### src/rtl/dram_refresh_pkg.sv
// Shared constants and types for the DRAM refresh scheduler.
// The rank state enum is a debug/assertion view of a pending count.
package dram_refresh_pkg;

  localparam int CNT_W_DEF          = 24;
  localparam int NUM_RANKS_DEF      = 2;
  localparam int MAX_PEND_DEF       = 8;
  localparam int URGENT_THR_DEF     = 6;
  localparam int PEND_W_DEF         = 4;
  localparam int tREFI_7P8US_150MHZ = 1170;

  typedef enum logic [1:0] {
    RANK_IDLE      = 2'd0,
    RANK_OWED      = 2'd1,
    RANK_URGENT    = 2'd2,
    RANK_SATURATED = 2'd3
  } rank_state_e;

  function automatic rank_state_e rank_state(input int pend, input int max_pend, input int urg_thr);
    rank_state_e st;
    if (pend == 0) begin
      st = RANK_IDLE;
    end else if (pend >= max_pend) begin
      st = RANK_SATURATED;
    end else if (pend >= urg_thr) begin
      st = RANK_URGENT;
    end else begin
      st = RANK_OWED;
    end
    return st;
  endfunction

endpackage

### src/rtl/refresh_scheduler_credit.sv
// One rank's pending-refresh credit: saturating counter, sticky overflow,
// and registered req/urgent decodes that track the counter cycle for cycle.
module refresh_credit
  import dram_refresh_pkg::*;
#(
  parameter int MAX_PEND   = MAX_PEND_DEF,
  parameter int URGENT_THR = URGENT_THR_DEF,
  parameter int PEND_W     = PEND_W_DEF
) (
  input  logic              clk,
  input  logic              rst_b,
  input  logic              tick_i,
  input  logic              ack_i,
  output logic [PEND_W-1:0] pending_o,
  output logic              req_o,
  output logic              urgent_o,
  output logic              overflow_o
);

  localparam logic [PEND_W-1:0] PEND_ZERO = PEND_W'(0);
  localparam logic [PEND_W-1:0] PEND_ONE  = PEND_W'(1);
  localparam logic [PEND_W-1:0] PEND_MAX  = PEND_W'(MAX_PEND);
  localparam logic [PEND_W-1:0] PEND_URG  = PEND_W'(URGENT_THR);

  logic [PEND_W-1:0] pend_q, pend_d;
  logic              ovf_q, ovf_d;
  logic              req_q, urgent_q;

  // A tick and an ack in the same cycle cancel each other out.
  always_comb begin
    pend_d = pend_q;
    ovf_d  = ovf_q;
    case ({tick_i, ack_i})
      2'b10: begin
        if (pend_q == PEND_MAX) begin
          ovf_d = 1'b1;
        end else begin
          pend_d = pend_q + PEND_ONE;
        end
      end
      2'b01: begin
        if (pend_q != PEND_ZERO) begin
          pend_d = pend_q - PEND_ONE;
        end else begin
          pend_d = pend_q;
        end
      end
      default: pend_d = pend_q;
    endcase
  end

  always_ff @(posedge clk or negedge rst_b) begin
    if (!rst_b) begin
      pend_q   <= PEND_ZERO;
      ovf_q    <= 1'b0;
      req_q    <= 1'b0;
      urgent_q <= 1'b0;
    end else begin
      pend_q   <= pend_d;
      ovf_q    <= ovf_d;
      req_q    <= (pend_d != PEND_ZERO);
      urgent_q <= (pend_d >= PEND_URG);
    end
  end

  assign pending_o  = pend_q;
  assign req_o      = req_q;
  assign urgent_o   = urgent_q;
  assign overflow_o = ovf_q;

endmodule

### src/rtl/refresh_scheduler.sv
// Programmable tREFI interval timer feeding one postponement credit counter
// per rank; the scheduler drains credits through ref_ack.
module refresh_scheduler
  import dram_refresh_pkg::*;
#(
  parameter int CNT_W      = CNT_W_DEF,
  parameter int NUM_RANKS  = NUM_RANKS_DEF,
  parameter int MAX_PEND   = MAX_PEND_DEF,
  parameter int URGENT_THR = URGENT_THR_DEF,
  parameter int PEND_W     = PEND_W_DEF
) (
  input  logic                        clk,
  input  logic                        rst_b,
  input  logic                        en,
  input  logic [CNT_W-1:0]            interval,
  input  logic [NUM_RANKS-1:0]        ref_ack,
  output logic [NUM_RANKS-1:0]        ref_req,
  output logic [NUM_RANKS-1:0]        ref_urgent,
  output logic [NUM_RANKS*PEND_W-1:0] pending,
  output logic                        tick,
  output logic [NUM_RANKS-1:0]        overflow
);

  localparam logic [CNT_W-1:0] CNT_ZERO = CNT_W'(0);
  localparam logic [CNT_W-1:0] CNT_ONE  = CNT_W'(1);

  logic [CNT_W-1:0] count_q, count_d;
  logic [CNT_W-1:0] last_s;
  logic             tick_q, tick_d;

  // Intervals of 0 and 1 both mean a tick every enabled cycle; using >=
  // lets a shrunk interval fire immediately instead of wrapping.
  always_comb begin
    last_s  = (interval <= CNT_ONE) ? CNT_ZERO : (interval - CNT_ONE);
    count_d = count_q;
    tick_d  = 1'b0;
    if (en) begin
      if (count_q >= last_s) begin
        tick_d  = 1'b1;
        count_d = CNT_ZERO;
      end else begin
        count_d = count_q + CNT_ONE;
      end
    end else begin
      count_d = count_q;
      tick_d  = 1'b0;
    end
  end

  always_ff @(posedge clk or negedge rst_b) begin
    if (!rst_b) begin
      count_q <= CNT_ZERO;
      tick_q  <= 1'b0;
    end else begin
      count_q <= count_d;
      tick_q  <= tick_d;
    end
  end

  assign tick = tick_q;

  for (genvar r = 0; r < NUM_RANKS; r++) begin : g_rank
    refresh_credit #(
      .MAX_PEND   (MAX_PEND),
      .URGENT_THR (URGENT_THR),
      .PEND_W     (PEND_W)
    ) u_credit (
      .clk        (clk),
      .rst_b      (rst_b),
      .tick_i     (tick_q),
      .ack_i      (ref_ack[r]),
      .pending_o  (pending[r*PEND_W +: PEND_W]),
      .req_o      (ref_req[r]),
      .urgent_o   (ref_urgent[r]),
      .overflow_o (overflow[r])
    );
  end

endmodule

### config.mk
export PLATFORM = sky130hd
export DESIGN_NAME = refresh_scheduler
export DESIGN_NICKNAME = d
export VERILOG_FILES = /design/src/rtl/dram_refresh_pkg.sv /design/src/rtl/refresh_scheduler_credit.sv /design/src/rtl/refresh_scheduler.sv
export SDC_FILE = /design/constraint.sdc
export NUM_CORES = 1
export LEC_CHECK = 0
export CAP_MARGIN = 15
export CORE_MARGIN = 4
export CORE_UTILIZATION = 50
export DETAILED_ROUTE_END_ITERATION = 8
export HOLD_SLACK_MARGIN = 0.12
export PLACE_DENSITY = 0.74
export SLEW_MARGIN = 20
export SYNTH_ARGS = -nofsm -noshare
export SYNTH_HDL_FRONTEND = slang
export SYNTH_HIERARCHICAL = 1
export SYNTH_SLANG_ARGS = --single-unit
### constraint.sdc
create_clock -name clk -period 6 [get_ports clk]
set_input_delay 0.9 -clock clk [delete_from_list [all_inputs] [get_ports clk]]
set_output_delay 0.9 -clock clk [all_outputs]
set_load 0.05 [all_outputs]
==> flow_summary.ini <==
[synth]
ys_seq_area_frac = 0.2961
synth_seq_cells = 39
synth_edf_count = 0
synth_area_per_cell_sq_um = 8.582
synth_ff_type = dfrtp_1
synthCells = 384
synth_area_sq_mm = 0.003296
yosys.cell_types.count = 58
yosysWarnings = 6
synthArstFlopShare = 1.000
syn_nets = 448

[floorplan]
core_sq_mm = 0.006386
dieArea_sq_mm = 0.007954
pin_count = 44
die_w_um = 89.19
fp.dieH_um = 89.19
initial_utilization = 0.5161
core.rowCount = 29

[placement]
dpl-instance-area_sq_mm = 0.003752
gp_congestion = 0.8862
placed_cells = 493
hpwl_um = 5292
io_buffers = 43

[global_routing]
track_usage = 0.1797
grt_pass1_wl_um = 11450
antenna_found_initial = 0
grt_max_degree = 40
grt_pass1_vias = 2606
grt-ovfl-total = 0

[sta]
tightestPinTransition_ps = 829.9
slew_headroom = 0.4468
rsz0062_at_grt = no
fin_crit_ps = 4855
slew_violations = 0
setup_viol = 0
finalSetupTns_ps = 0
finalCritPeriodShare = 0.8092
fin_skew_ps = 7.901
finalHoldViolCount = 0
max_freq_ghz = 0.2060

[setup_path]
crit_path_end_kind = flip-flop
critical_path_class = in2reg
rr_worst_depth = 8
crit_required_ps = 6170
worstSetupStartpointType = input pin
cp.arrival_ps = 5020
worst-path-max-fanout = 21

[finish]
synthToLayoutAreaGrowth_pct = 16.51
drive_gt1_frac = 0.06619
fin_area_sq_mm = 0.003840
nNetsFinal = 487
final-seq-area_sq_um = 975.9
final_cells = 500
n_antenna_cell = 0
fill_cells = 570
multi_input_area_sq_mm = 0.002165

[flow_run]
cap_viol_max_count = 0

[clocking]
clk_latency_ps = 290
cts_resized = 0
clkTransAtPathRegs_ps = 70
post_cts_buffers = 0
cts_tree = yes
numCtsBuffers = 5
cts_sinks = 39
clockBufferDepth = 2
hold_buffers = 0
ctsRootBufferMaster = clkbuf_8
cts_max_level = 2

[detailed_routing]
ant_nets = 0
vias = 2835
drc = 0
routedWlPerCell_um = 13.35
drt_first_pass_iters = 4
via_per_inst = 5.670
drtIter0Drc = 113
wirelength_um = 6674

[min_path]
worstHoldPathCells = 1
min_path_type = reg2reg

[power]
power_leakage_uw = 0.001747
peakVddDrop_uv = 317.6
power.density_mw_per_mm2 = 296.3

[outcome]
status = completed
synth_stat cells, types with 3 or more instances:
| cell type | instances | area share |
|---|---|---|
| o21bai_1 | 4 | 0.0091 |
| or4_1 | 5 | 0.011 |
| nand3_1 | 11 | 0.017 |
| ha_1 | 35 | 0.13 |
| nor3b_1 | 5 | 0.011 |
| xor2_1 | 28 | 0.074 |
| dfrtp_1 | 39 | 0.30 |
| o21ai_0 | 12 | 0.018 |
| nor2b_1 | 8 | 0.015 |
| nor4_1 | 8 | 0.015 |
| a31oi_1 | 3 | 0.0057 |
| nor3_1 | 8 | 0.012 |
| nor2_1 | 42 | 0.048 |
| a211oi_1 | 3 | 0.0068 |
| inv_1 | 20 | 0.023 |
| nor4b_1 | 4 | 0.011 |
| nand2_1 | 48 | 0.055 |
| buf_2 | 7 | 0.011 |
| xnor2_1 | 10 | 0.027 |
| a21oi_1 | 9 | 0.014 |
| nand4_1 | 11 | 0.021 |
| and3_1 | 5 | 0.0095 |
critical path: stages:
cell             delay [ps]
clkdlybuf4s50_1         480
inv_1                   110
ha_1                    190
nor3b_1                 540
nand4_1                 300
or2_4                   330
nor3_2                  130
nand2_1                  70
mux2_2                  270
ha_1                    310
nand4_1                 130
nor2_1                  160
nand3_1                  90
o211ai_1                480
and2_1                  200
buf_4                   240
nor2_1                   80
per-layer routing:
metal	GRT usage	part of all wire	up-vias	wire, um
met5	0	0	-	0
li1	-	-	1443	-
met1	0.2306	0.47	1312	3160
met4	0.07307	0.021	0	142
met3	0.02488	0.043	9	290
met2	0.3041	0.46	71	3080
flip-flops by register name, indices dropped and copies added (netlist names):
name,count
g_rank.u_credit/pending_o,8
tick,1
g_rank.u_credit/urgent_o,2
g_rank.u_credit/overflow_o,2
count_q,24
g_rank.u_credit/req_o,2
through the flow:
stage                     hold slack, ps  worst slack (ps)  power (uW)  utilization
after floorplan                    510.9              1833       810.8            -
after global placement             459.0              1001       954.9       0.5876
after detailed placement           464.5             863.7       968.3       0.5876
after CTS                          480.9              1148        1147       0.6013
after global routing               492.9             755.3        1217       0.6013
final                              474.6              1145        1138       0.6013
cells in the final DEF, fill, tap and decap left out, types with 3 or more instances in the layout:
| cell type | count |
|---|---|
| or4_1 | 5 |
| a31oi_1 | 3 |
| nand2_1 | 48 |
| and3_1 | 5 |
| nor2_1 | 42 |
| nand3_1 | 11 |
| a21oi_1 | 9 |
| nor3b_1 | 5 |
| clkdlybuf4s50_1 | 42 |
| clkbuf_8 | 6 |
| nor4_1 | 8 |
| inv_1 | 20 |
| nor3_1 | 8 |
| dfrtp_1 | 39 |
| a211oi_1 | 3 |
| nor2b_1 | 8 |
| nor4b_1 | 4 |
| nand4_1 | 11 |
| ha_1 | 35 |
| xor2_1 | 28 |
| o21bai_1 | 4 |
| o21ai_0 | 12 |
| xnor2_1 | 10 |
power by group:
group | switching [uW] | leakage, uW | internal [uW] | total (uW)
combinational | 317 | 0.00118 | 243 | 560
clock | 85.9 | 0.0000470 | 90.1 | 176
sequential | 86.8 | 0.000518 | 315 | 402
final cells by class:
type,count,share of cell area
multi-input combinational,312,0.5637
timing repair buffer,45,0.1147
clock buffer,6,0.02151
clock inverter,1,0.001303
tap,77,0.02509
inverter,20,0.01955
sequential,39,0.2542
kinds of logic after synthesis:
| kind of cell | count (synthesis) | synth area share |
|---|---|---|
| and+or+nand+nor | 175 | 0.2798 |
| AOI/OAI and AO/OA | 60 | 0.1302 |
| buffers and inverters | 33 | 0.04707 |
| muxes | 4 | 0.01291 |
| xor gates and xnor gates | 38 | 0.1010 |
| DFF | 39 | 0.2961 |
| adders and majority gates | 35 | 0.1329 |
path summary, 6_finish.rpt:
kind / startpoint / to / slack (ps)
max: interval[0] / count_q[21] / 1140
min: g_rank[1].u_credit/overflow_o / g_rank[1].u_credit/overflow_o / 470
max reg2reg: count_q[5] / count_q[21] / 3630
min reg2reg: g_rank[1].u_credit/overflow_o / g_rank[1].u_credit/overflow_o / 470
max in group asynchronous: rst_b / g_rank[0].u_credit/urgent_o / 4760
min in group asynchronous: rst_b / count_q[1] / 700
Power figures use the tool's default switching activity.
